===== src/rtl/mem_bridge.sv =====
// mem_bridge: SoC bus bridge to BIOS ROM, work RAM, I/O window and cartridge.
// Optional feature: define MEM_BRIDGE_CART_TIMEOUT_EN to bound cartridge waits
// to CART_TIMEOUT cycles; otherwise CART_REQ waits for cart_ack indefinitely.
//
// state      | meaning
// S_IDLE     | nothing in flight
// S_LOCAL    | one-cycle BIOS/RAM/I/O/unmapped access
// S_CART_REQ | cartridge request held, waiting for cart_ack (or timeout)
// S_DONE     | one-cycle cartridge completion, cart_req low
module mem_bridge #(
    parameter int CART_TIMEOUT = 15
) (
    input  logic        clk,
    input  logic        reset,
    input  logic [23:0] address_in,
    input  logic [7:0]  data_in,
    input  logic [1:0]  bus_status,
    input  logic        read,
    input  logic        write,
    output logic [7:0]  data_out,
    output logic [11:0] bios_addr,
    input  logic [7:0]  bios_q,
    output logic [11:0] ram_addr,
    output logic [7:0]  ram_wdata,
    output logic        ram_we,
    input  logic [7:0]  ram_q,
    output logic        cart_req,
    output logic [20:0] cart_addr,
    output logic        cart_we,
    output logic [7:0]  cart_wdata,
    input  logic        cart_ack,
    input  logic [7:0]  cart_rdata,
    output logic        busy,
    output logic        overrun,
    output logic        timeout
);
    // bus_status code the CPU drives for IRQ vector fetches; such strobes are not ours
    localparam logic [1:0] BUS_IRQ_READ = 2'b11;

    localparam logic [2:0] T_BIOS = 3'd0, T_RAM = 3'd1, T_IO = 3'd2, T_CART = 3'd3, T_UNMAP = 3'd4;
    // deferred data_out source: sync ROM/RAM data arrives one cycle after LOCAL
    localparam logic [1:0] LD_NONE = 2'd0, LD_BIOS = 2'd1, LD_RAM = 2'd2, LD_OPEN = 2'd3;

    typedef enum logic [1:0] {S_IDLE, S_LOCAL, S_CART_REQ, S_DONE} state_t;

    function automatic logic [2:0] decode(input logic [23:0] a);
        if (a < 24'h001000)      return T_BIOS;
        else if (a < 24'h002000) return T_RAM;
        else if (a < 24'h002100) return T_IO;
        else if (a < 24'h200000) return T_CART;
        else                     return T_UNMAP;
    endfunction

    state_t      state_q, state_d;
    logic [23:0] cur_addr_q, cur_addr_d;
    logic [7:0]  cur_data_q, cur_data_d;
    logic        cur_we_q, cur_we_d;
    logic        slot_vld_q, slot_vld_d;
    logic [23:0] slot_addr_q, slot_addr_d;
    logic [7:0]  slot_data_q, slot_data_d;
    logic        slot_we_q, slot_we_d;
    logic [1:0]  ld_sel_q, ld_sel_d;
    logic [7:0]  data_out_q, data_out_d;
    logic        overrun_q, overrun_d;
    logic        accept;
    logic        tmo_exp;
    logic [2:0]  cur_tgt;

    assign accept  = (read | write) & (bus_status != BUS_IRQ_READ);
    assign cur_tgt = decode(cur_addr_q);

`ifdef MEM_BRIDGE_CART_TIMEOUT_EN
    localparam int TW = $clog2(CART_TIMEOUT + 1);
    logic [TW-1:0] tmo_cnt_q, tmo_cnt_d;
    logic          timeout_q, timeout_d;

    // down-counter reloads outside CART_REQ and expires at terminal count 0
    always_comb begin
        tmo_cnt_d = TW'(CART_TIMEOUT - 1);
        if (state_q == S_CART_REQ) tmo_cnt_d = tmo_cnt_q - TW'(1);
        tmo_exp   = (state_q == S_CART_REQ) && (tmo_cnt_q == '0);
        timeout_d = timeout_q | (tmo_exp & ~cart_ack);
    end

    // timeout counter and sticky flag
    always_ff @(posedge clk or negedge reset) begin
        if (!reset) begin
            tmo_cnt_q <= TW'(CART_TIMEOUT - 1);
            timeout_q <= 1'b0;
        end else begin
            tmo_cnt_q <= tmo_cnt_d;
            timeout_q <= timeout_d;
        end
    end

    assign timeout = timeout_q;
`else
    assign tmo_exp = 1'b0;
    assign timeout = 1'b0;
`endif

    // next-state, issue/slot management and data_out update
    always_comb begin
        state_d     = state_q;
        cur_addr_d  = cur_addr_q;
        cur_data_d  = cur_data_q;
        cur_we_d    = cur_we_q;
        slot_vld_d  = slot_vld_q;
        slot_addr_d = slot_addr_q;
        slot_data_d = slot_data_q;
        slot_we_d   = slot_we_q;
        ld_sel_d    = LD_NONE;
        data_out_d  = data_out_q;
        overrun_d   = overrun_q;

        case (ld_sel_q)
            LD_BIOS: data_out_d = bios_q;
            LD_RAM:  data_out_d = ram_q;
            LD_OPEN: data_out_d = 8'hFF;
            default: ;
        endcase

        if (state_q == S_LOCAL && !cur_we_q) begin
            case (cur_tgt)
                T_BIOS:  ld_sel_d = LD_BIOS;
                T_RAM:   ld_sel_d = LD_RAM;
                default: ld_sel_d = LD_OPEN;
            endcase
        end

        if (state_q == S_CART_REQ) begin
            // cartridge data is newer than any deferred local load, so it wins
            if (cart_ack || tmo_exp) begin
                state_d = S_DONE;
                if (!cur_we_q) data_out_d = cart_ack ? cart_rdata : 8'hFF;
            end
            if (accept) begin
                if (slot_vld_q) begin
                    overrun_d = 1'b1;
                end else begin
                    slot_vld_d  = 1'b1;
                    slot_addr_d = address_in;
                    slot_data_d = data_in;
                    slot_we_d   = write;
                end
            end
        end else begin
            // IDLE, or LOCAL/DONE completing this cycle: issue slot first, else the new strobe
            state_d = S_IDLE;
            if (slot_vld_q) begin
                cur_addr_d  = slot_addr_q;
                cur_data_d  = slot_data_q;
                cur_we_d    = slot_we_q;
                state_d     = (decode(slot_addr_q) == T_CART) ? S_CART_REQ : S_LOCAL;
                slot_vld_d  = accept;
                slot_addr_d = address_in;
                slot_data_d = data_in;
                slot_we_d   = write;
            end else if (accept) begin
                cur_addr_d = address_in;
                cur_data_d = data_in;
                cur_we_d   = write;
                state_d    = (decode(address_in) == T_CART) ? S_CART_REQ : S_LOCAL;
            end
        end
    end

    // state and datapath registers
    always_ff @(posedge clk or negedge reset) begin
        if (!reset) begin
            state_q     <= S_IDLE;
            cur_addr_q  <= '0;
            cur_data_q  <= '0;
            cur_we_q    <= 1'b0;
            slot_vld_q  <= 1'b0;
            slot_addr_q <= '0;
            slot_data_q <= '0;
            slot_we_q   <= 1'b0;
            ld_sel_q    <= LD_NONE;
            data_out_q  <= 8'hFF;
            overrun_q   <= 1'b0;
        end else begin
            state_q     <= state_d;
            cur_addr_q  <= cur_addr_d;
            cur_data_q  <= cur_data_d;
            cur_we_q    <= cur_we_d;
            slot_vld_q  <= slot_vld_d;
            slot_addr_q <= slot_addr_d;
            slot_data_q <= slot_data_d;
            slot_we_q   <= slot_we_d;
            ld_sel_q    <= ld_sel_d;
            data_out_q  <= data_out_d;
            overrun_q   <= overrun_d;
        end
    end

    assign data_out   = data_out_q;
    assign bios_addr  = cur_addr_q[11:0];
    assign ram_addr   = cur_addr_q[11:0];
    assign ram_wdata  = cur_data_q;
    assign ram_we     = (state_q == S_LOCAL) && cur_we_q && (cur_tgt == T_RAM);
    assign cart_req   = (state_q == S_CART_REQ);
    assign cart_addr  = cur_addr_q[20:0];
    assign cart_we    = cart_req & cur_we_q;
    assign cart_wdata = cur_data_q;
    assign busy       = (state_q != S_IDLE) | slot_vld_q;
    assign overrun    = overrun_q;

endmodule


===== config.mk =====
export PLATFORM = sky130hd
export DESIGN_NAME = mem_bridge
export DESIGN_NICKNAME = d
export VERILOG_FILES = /design/src/rtl/mem_bridge.sv
export SDC_FILE = /design/constraint.sdc
export NUM_CORES = 1
export LEC_CHECK = 0
export BUFFER_PORTS_ARGS = -buffer_cell sky130_fd_sc_hd__buf_2
export CAP_MARGIN = 20
export CORE_MARGIN = 1.5
export CORE_UTILIZATION = 40
export DETAILED_ROUTE_END_ITERATION = 10
export PLACE_DENSITY = 0.69
export SYNTH_ARGS = -nofsm -noshare
export SYNTH_HDL_FRONTEND = slang
export SYNTH_SLANG_ARGS = --single-unit

===== constraint.sdc =====
create_clock -name clk -period 1.7 [get_ports clk]
set_input_delay 0.17 -clock clk [delete_from_list [all_inputs] [get_ports clk]]
set_output_delay 0.17 -clock clk [all_outputs]
set_load 0.01 [all_outputs]

==> reports/results.txt, run 1 <==
Fin crit period - 1800 ps
Cell count after synthesis - 354
Reg power frac - 0.391
GP Congestion - 0.754
Area delta synth->final - 22.2%
DP HPWL - 6260 µm
Crit path cell chain - nor4_2, and4b_1, nand2_1, nor2_1, buf_2
Clk_lat worst skew - 350 ps
Avg Vias per Cell - 4.81
Core Area - 0.00973 mm²
Yosys warning count - 0
Synth async-reset ratio - 1.00
Share of the synthesized area in the top cell type - 0.452
Clk pwr share - 0.160
Nets - 513
1st-pass router iterations - 4
Clock tree sinks - 80
Primary FF master, synth - dfrtp_1
Tot Pwr - 9.38 mW
Crit-path max FO - 2
Layout fillers - 893
Startpoint class of the critical path - register
Met3 wire len - 488 µm
Failing checks - setup timing
Buf/Inv on CP - 1
First-pass GRT wire length - 13,100 µm
Die height - 103 µm
Area contributors post-synth - dfrtp_1 (45%), mux2_2 (12%), buf_4 (10%)
Unrepaired setup endpoints after global routing - true
H-tree Lvls - 3
Lkg Pwr - 2.24 nW
Maxcap violations - 0
Routed metal-1 wire length - 3870 µm
Largest net degree at the start of global routing - 68
Net Sw Frac - 0.361
Clk buf depth - 2
Die area - 0.0106 mm²
Final max-slew violation count - 0
Seq/Total Area, Yosys - 0.505
P_sw - 3.38 mW
Initial antenna violation count - 0
WP data arrival - 1630 ps
Met2 WL - 4230 µm
CTS tree - done
Post-route setup slack - -96.6 ps
Achievable Freq - 0.557 GHz
Reg2Reg Depth - 5
ANT cells - 0
Post-synth EDFFs - 0
CP required - 1530 ps
Wire per inst - 14.8 µm
Total routed wirelength - 8680 µm
Io pins - 138
Final ANT Viol Nets - 0
Site Rows - 36
Top routing layer used - met4
Tcrit/Tclk final - 1.06
CP endpoint kind - primary output
Starting Density - 0.410
Power Internal - 6.00 mW
Final Hold Viols - 0
Post-synth top area cell - dfrtp_1
Outcome - finished, violations left
Flops & latches, synth - 80
Vias in the first global route - 2,723
WS Path Type - reg2out
Max stage delay on crit path - 390 ps
Gr ovfl total - 0
Post-Synthesis Cell Area - 0.00399 mm²
Worst path top cell family by delay - simple AND/OR/NAND/NOR gates
Setup TNS - -96.6 ps
Gate power share - 0.449
Port bufs - 136
Setup violations, final - 1
Tightest Hold Check Type - in2reg
GRT Util Overall - 0.163
DIE WIDTH - 103 µm
Initial DRC count - 59
Clk slew on worst S/H paths - 80 ps
WHS Path Cells - 3
DRC - 0
CTS buffer count - 9
Fin Clk Skew - 14.3 ps
Vias - 2,824
Max VDD drop - 0.655 mV
Cell Pwr Density - 1930 mW/mm²
Share of cells above drive strength 1 - 0.511
CTS root buf - clkbuf_8
Worst path depth - 5
Critical-path top delay cell - dfrtp_1
Yosys cell types - 36
Syn_area_per_cell - 11.3 µm²
Post-Syn Nets - 418
-- power groups by stage --
stage | Clock, mW | Combinational (mW) | Sequential (mW)
floorplan | 0 | 3.31 | 3.57
detailed placement | 0 | 3.98 | 3.69
CTS | 1.55 | 4.04 | 3.66
global placement | 0 | 3.88 | 3.61
global route | 1.63 | 4.66 | 3.82
finish | 1.50 | 4.21 | 3.67
-- layer usage --
layer / vias up / GRT usage
met4: 0 / 0.0426
met3: 11 / 0.0427
met2: 95 / 0.292
met1: 1353 / 0.194
li1: 1365 / -
met5: - / 0
-- what timing repair did --
item,4_1_cts,5_1_grt
hold buffers,1,0
resized for setup,3,6
setup buffers,2,2
gates cloned,0,2
pin swaps,4,3
endpoints found under the hold margin,19,0
endpoints found under the setup margin,2,19
-- flip-flops by register name, indices dropped and copies added, names as in the netlist, 2 cells and up --
signal and flops:
slot_addr_q 24, data_out 8, ld_sel_q 2, slot_data_q 8, cart_wdata 8, cur_addr_q 24, state_q 2
-- cell usage in the layout (no fill, tap or decap), types with 2 or more instances in the layout --
cell | Yosys | routed
mux2_2 | 41 | 41
o21ai_0 | 41 | 39
or4_1 | 4 | 4
clkinv_2 | 0 | 2
dfrtp_1 | 72 | 71
nor4_2 | 0 | 3
clkbuf_16 | 0 | 2
buf_4 | 54 | 13
mux2i_1 | 33 | 33
o21ai_4 | 0 | 2
o22ai_1 | 8 | 8
bufinv_16 | 0 | 2
clkinvlp_4 | 0 | 2
o21ai_1 | 3 | 4
buf_12 | 0 | 5
nand2_1 | 42 | 42
nor2_1 | 3 | 3
buf_2 | 11 | 135
dfstp_2 | 8 | 8
clkbuf_8 | 0 | 9
nand3b_1 | 2 | 2
-- worst min-delay path, stage by stage --
cell	delay [ps]
buf_2	70
nand2_1	40
o21ai_0	70
-- metrics by stage --
stage           util  hold slack, ps  cells  setup WS, ps  cell area (µm²)
3_3_place_gp   0.464             101    564          90.6             4520
5_1_grt        0.501            40.5    587          -187             4870
2_1_floorplan      -            -126    354          6.71             4010
6_report       0.501            44.1    587         -96.6             4870
4_1_cts        0.490            31.6    583          -120             4770
3_5_place_dp   0.464            98.6    564          50.3             4520
-- path summary, 6_finish.rpt --
path / startpoint / endpoint / slack [ps]
hold / removal: cart_rdata[5] / data_out[5] / 40
setup / recovery: cur_addr_q[21] / ram_we / -100
max in group asynchronous: reset / cart_wdata[4] / 850
hold reg to reg: overrun / overrun / 460
setup reg to reg: state_q[0] / slot_addr_q[13] / 60
min in group asynchronous: reset / slot_addr_q[4] / 280
-- synthesized netlist by cell type (all sizes together) (2+ instances only) --
library cell and count:
clkbuf 7, mux2 41, buf 65, o21ai 45, nor4 4, a21oi 2
nand2b 2, o22ai 8, dfrtp 72, mux2i 33, nand2 42, or4 5
dfstp 8, nor2 3, nand3b 2
-- layout make-up --
type | count | area, µm² | area share
multi-input cells | 201 | 1540 | 0.317
well taps | 133 | 166 | 0.0342
flip-flops and latches | 80 | 2010 | 0.413
clock inverters | 6 | 85.1 | 0.0175
repair buffers | 156 | 933 | 0.192
inverters | 1 | 3.75 | 0.000770
clock buffers | 10 | 128 | 0.0262
-- kinds of logic (layout without fill, tap and decap cells) --
| kind of cell | after synthesis | in the layout | synth area share |
|---|---|---|---|
| buf+inv | 73 | 173 | 0.123 |
| flops | 80 | 80 | 0.505 |
| mux | 74 | 74 | 0.199 |
| other cells | 1 | 1 | 0.000940 |
| fa+ha+maj | 2 | 2 | 0.00565 |
| simple gates | 65 | 65 | 0.0841 |
| compound gates | 59 | 59 | 0.0832 |
(Power assumes the default switching activity.)
==> run 2: changes to the inputs <==
--- a/config.mk
+++ b/config.mk
@@ -10,7 +10,8 @@
 export CORE_MARGIN = 1.5
 export CORE_UTILIZATION = 40
 export DETAILED_ROUTE_END_ITERATION = 10
-export PLACE_DENSITY = 0.69
+export PLACE_DENSITY = 0.66
+export RECOVER_POWER = 50
 export SYNTH_ARGS = -nofsm -noshare
 export SYNTH_HDL_FRONTEND = slang
 export SYNTH_SLANG_ARGS = --single-unit
==> constraint.sdc (replaced) <==
create_clock -name clk -period 1.82 [get_ports clk]
set_input_delay 0.182 -clock clk [delete_from_list [all_inputs] [get_ports clk]]
set_output_delay 0.182 -clock clk [all_outputs]
set_load 0.01 [all_outputs]
==> reports/results.txt, run 2 (same netlist as run 1, synthesis figures left out) <==
Initial DRC count - 98 (+66%)
Setup violations, final - 0 (-1)
Register area - 0.00201 mm² (unchanged)
Crit-path max FO - 2 (unchanged)
CP required - 1640 ps (+110 ps)
Cell Pwr Density - 1760 mW/mm² (-8.6%)
Lkg Pwr - 2.05 nW (-8.4%)
Vias - 2,756 (-2.4%)
GP Congestion - 0.727 (-3.5%)
Reg power frac - 0.418 (+0.027)
Avg Vias per Cell - 4.77 (-0.89%)
Post-CTS setup repair buffer count - 0 (-2)
Net Sw Frac - 0.369 (+0.00842)
Pre-CTS setup slack - 115 ps (+64.9 ps)
Gate power share - 0.426 (-0.023)
Site Rows - 36 (unchanged)
Clk_lat worst skew - 350 ps (about the same)
CTS root buf - clkbuf_8
First-pass GRT wire length - 12,800 µm (-2.2%)
Io pins - 138 (unchanged)
Final max-slew violation count - 0 (unchanged)
Final Hold Viols - 0 (unchanged)
Area delta synth->final - 16.5%
CTS buffer count - 9 (unchanged)
Slew headroom - 0.416
Max VDD drop - 0.702 mV (+7.2%)
Nets - 505 (-1.6%)
Die area - 0.0106 mm² (unchanged)
Setup TNS - 0 ps (+96.6 ps)
Total routed wirelength - 8060 µm (-7.1%)
Slew @ Worst Pin - 875 ps
Layout fillers - 947 (+6.0%)
Final ANT Viol Nets - 0 (unchanged)
Most common cell after layout, fill and taps aside - buf_2
Post-route setup slack - 0.201 ps (+96.8 ps)
DP HPWL - 6000 µm (-4.2%)
Fin Clk Skew - 10.1 ps (-4.29 ps)
1st-pass router iterations - 4 (unchanged)
Clk buf depth - 2 (unchanged)
DRC - 0 (unchanged)
Wire per inst - 13.9 µm (-5.7%)
Largest net degree at the start of global routing - 46 (-32%)
Core Area - 0.00973 mm² (unchanged)
P_sw - 3.02 mW (-11%)
Startpoint class of the critical path - register
Top flop regs - cur_addr_q x24, slot_addr_q x24
Starting Density - 0.410 (unchanged)
Tcrit/Tclk final - 1.00
Multi-input logic area - 0.00151 mm² (-2.1%)
Vias in the first global route - 2,735 (+0.44%)
Initial antenna violation count - 0 (unchanged)
Achievable Freq - 0.550 GHz
Fin crit period - 1820 ps
Maxcap violations - 0 (unchanged)
GRT Util Overall - 0.160 (-0.00252)
Tot Pwr - 8.18 mW (-13%)
Outcome - completed
DIE WIDTH - 103 µm (unchanged)
Tightest Hold Check Type - in2reg
Share of cells above drive strength 1 - 0.409 (-0.102)
Power Internal - 5.16 mW (-14%)
CP endpoint kind - primary output
Worst Hold Slack - 46.2 ps (+2.15 ps)
WS Path Type - reg2out
ANT cells - 0 (unchanged)
Die height - 103 µm (unchanged)
CTS tree - done
Clk slew on worst S/H paths - 80 ps (about the same)
Port bufs - 136 (unchanged)
Most frequent cells in the layout - buf_2 (100), dfrtp_1 (71), nand2_1 (42)
Clock tree sinks - 80 (unchanged)
Clk pwr share - 0.156 (-0.004)
Unrepaired setup endpoints after global routing - true
WP data arrival - 1640 ps (about the same)
Gr ovfl total - 0 (unchanged)
H-tree Lvls - 3 (unchanged)
## run 2: changes by cell type in the layout (fill, tap and decap cells not counted), moves of 2 or more
cell,delta
nor4_1,+2
buf_12,-3
clkbuf_1,+36
buf_2,-35
buf_6,+3
nor4_2,-2
clkbuf_16,-2
buf_4,-7
## run 2: worst max-delay path, cell delays in order, from the launching register on
cell	delay, ps
dfrtp_1	390
nor4_2	300
and4b_1	280
nand2_1	80
nor2_1	90
buf_2	150
## run 2: per-layer routing
metal | vias up | track usage | share of wire
li1 | 1352 | - | -
met1 | 1310 | 0.194 | 0.45
met2 | 90 | 0.276 | 0.48
met3 | 4 | 0.0441 | 0.060
met4 | 0 | 0.0561 | 0.0061
met5 | - | 0 | 0
## run 2: cell type report
type                       count  area share
clock inverter                 3     0.00915
clock buffer                  12      0.0312
timing repair buffer         148       0.165
tap                          133      0.0358
sequential                    80       0.433
inverter                       1    0.000808
multi-input combinational    201       0.325
## run 2: timing repair
| item | CTS | global route |
|---|---|---|
| hold endpoints to repair | 27 | 0 |
| hold buffers | 1 | 0 |
| setup endpoints to repair | 1 | 4 |
| cloned | 0 | 0 |
| pin swaps | 3 | 1 |
| resized for setup | 1 | 2 |
## run 2: stage by stage
step,area [µm²],cells,utilization
after detailed placement,4490,562,0.462
after CTS,4690,578,0.483
after global placement,4490,562,0.462
final,4650,578,0.478
after floorplan,3990,354,-
after global routing,4650,578,0.478
## run 2: final timing paths
path / cells after the start / slack, ps / start / endpoint
min in group asynchronous: 2 / 480 / reset / cur_addr_q[16]
max in group asynchronous: 3 / 420 / reset / slot_vld_q
worst max-delay path: 5 / 0.2 / cur_addr_q[21] / ram_we
worst min register to register: 1 / 470 / overrun / overrun
worst max register to register: 4 / 80 / slot_addr_q[20] / state_q[1]
worst min-delay path: 3 / 50 / cart_rdata[2] / data_out[2]
## run 2: power groups by stage
stage          Clock [mW]  Sequential [mW]  Combinational [mW]
6_report             1.28             3.42                3.48
5_1_grt              1.41             3.56                3.89
4_1_cts              1.34             3.41                3.63
2_1_floorplan           0             3.33                3.03
3_5_place_dp            0             3.43                3.62
3_3_place_gp            0             3.37                3.55
==> run 3: changes to the inputs <==
--- a/config.mk
+++ b/config.mk
@@ -12,6 +12,7 @@
 export DETAILED_ROUTE_END_ITERATION = 10
 export PLACE_DENSITY = 0.66
 export RECOVER_POWER = 50
+export SETUP_SLACK_MARGIN = 0.2
 export SYNTH_ARGS = -nofsm -noshare
 export SYNTH_HDL_FRONTEND = slang
 export SYNTH_SLANG_ARGS = --single-unit
==> reports/results.txt, run 3 (same netlist as run 1, synthesis figures left out) <==
Io pins - 138 (unchanged)
Die area - 0.0106 mm² (unchanged)
Total routed wirelength - 9410 µm (+17%)
Crit path cell chain - nor4_2, and4b_1, nand2_1, nor2_2, buf_2
DRC - 0 (unchanged)
Most common cell after layout, fill and taps aside - buf_2
Site Rows - 36 (unchanged)
CTS root buf - clkbuf_8
CP required - 1640 ps (about the same)
Achievable Freq - 0.554 GHz (+0.76%)
Clock tree sinks - 80 (unchanged)
Final ANT Viol Nets - 0 (unchanged)
Pre-CTS setup slack - 58.2 ps (-57.0 ps)
Unrepaired setup endpoints after global routing - true
Avg Vias per Cell - 4.92 (+3.1%)
Initial antenna violation count - 0 (unchanged)
Max VDD drop - 0.914 mV (+30%)
Initial DRC count - 103 (+5.1%)
DIE WIDTH - 103 µm (unchanged)
Tightest Hold Check Type - in2reg
Outcome - completed
Register area - 0.00201 mm² (about the same)
Layout fillers - 892 (-5.8%)
WS Path Type - reg2out
Final Hold Viols - 0 (unchanged)
Setup violations, final - 0 (unchanged)
Clk_lat worst skew - 350 ps (about the same)
Lkg Pwr - 2.38 nW (+16%)
Die height - 103 µm (unchanged)
CP endpoint kind - primary output
CTS buffer count - 9 (unchanged)
Core Area - 0.00973 mm² (unchanged)
1st-pass router iterations - 4 (unchanged)
Clk buf depth - 2 (unchanged)
Multi-input logic area - 0.00168 mm² (+12%)
Nets - 524 (+3.8%)
WP data arrival - 1620 ps (-20 ps)
GRT Util Overall - 0.171 (+0.0108)
Slew @ Worst Pin - 880 ps (+4.22 ps)
Post-route setup slack - 13.9 ps (+13.7 ps)
ANT cells - 0 (unchanged)
Tot Pwr - 9.66 mW (+18%)
Vias - 2,940 (+6.7%)
Largest net degree at the start of global routing - 47 (+2.2%)
Tcrit/Tclk final - 0.992 (-0.00753)
Startpoint class of the critical path - register
Fin Clk Skew - 13.6 ps (+3.50 ps)
Gr ovfl total - 0 (unchanged)
Top flop regs - cur_addr_q x24, slot_addr_q x24
Crit-path max FO - 2 (unchanged)
First-pass GRT wire length - 13,600 µm (+5.8%)
Critical-path top delay cell - dfrtp_1
Share of cells above drive strength 1 - 0.460 (+0.0512)
CTS tree - done
Final core occ - 0.529 (+0.0518)
Cell Pwr Density - 1880 mW/mm² (+6.6%)
Worst path top cell family by delay - simple AND/OR/NAND/NOR gates
Area delta synth->final - 29.2%
R2r setup slk - 80 ps (about the same)
Post-route insts no fill - 598 (+3.5%)
Starting Density - 0.410 (unchanged)
DP HPWL - 6210 µm (+3.5%)
Maxcap violations - 0 (unchanged)
Fin crit period - 1810 ps (-13.7 ps)
Vias in the first global route - 2,767 (+1.2%)
Port bufs - 136 (unchanged)
Max stage delay on crit path - 430 ps (+40 ps)
Final max-slew violation count - 0 (unchanged)
Clk slew on worst S/H paths - 90 ps (about the same)
H-tree Lvls - 3 (unchanged)
Wire per inst - 15.7 µm (+13%)
Dpl cells - 562 (unchanged)
Slew headroom - 0.414 (-0.00281)
Most frequent cells in the layout - buf_2 (99), dfrtp_1 (70), nand2_1 (42)
Buf/Inv on CP - 1 (unchanged)
GP Congestion - 0.734 (+0.87%)
-- run 3: stage by stage --
step / hold slack (ps) / setup TNS, ps / cell area (µm²)
global placement: 164 / 0 / 4520
CTS: 21.8 / 0 / 5000
finish: 32.3 / 0 / 5150
detailed placement: 166 / 0 / 4520
global route: 36.8 / -70.7 / 5150
floorplan: -114 / 0 / 4030
-- run 3: per-layer routing --
metal,share of wire,track usage,vias to the layer above
met4,0.012,0.0593,0
met2,0.48,0.287,110
met5,0,0,-
met3,0.059,0.0386,13
li1,-,-,1399
met1,0.45,0.219,1418
-- run 3: timing repair --
| action | CTS | global route |
|---|---|---|
| endpoints found under the setup margin | 31 | 50 |
| buffers inserted | 13 | 2 |
| endpoints found under the hold margin | 26 | 0 |
| cloned | 3 | 1 |
| hold buffers | 1 | 0 |
| gates resized for setup | 17 | 42 |
| pin swaps | 5 | 6 |
-- run 3: report_power, final --
group	internal [mW]	total (mW)	switching, mW
Clock	0.649	1.36	0.711
Combinational	2.73	4.82	2.09
Sequential	2.74	3.48	0.736
-- run 3: tightest hold or removal path, stage by stage --
cell,delay (ps)
buf_2,90
nand2_1,40
o21ai_0,70
-- run 3: final timing paths --
path / start / to / cells after the start
min reg2reg: overrun / overrun / 1
min in group asynchronous: reset / ld_sel_q[1] / 2
max in group asynchronous: reset / slot_vld_q / 3
max: cur_addr_q[20] / ram_we / 5
min: cart_rdata[1] / data_out[1] / 3
max reg2reg: state_q[1] / slot_addr_q[15] / 7
-- run 3: layout make-up --
class,instances,share of cell area
sequential,80,0.391
multi-input combinational,201,0.327
timing repair buffer,167,0.209
tap,133,0.0323
clock buffer,9,0.0240
clock inverter,7,0.0151
inverter,1,0.00121
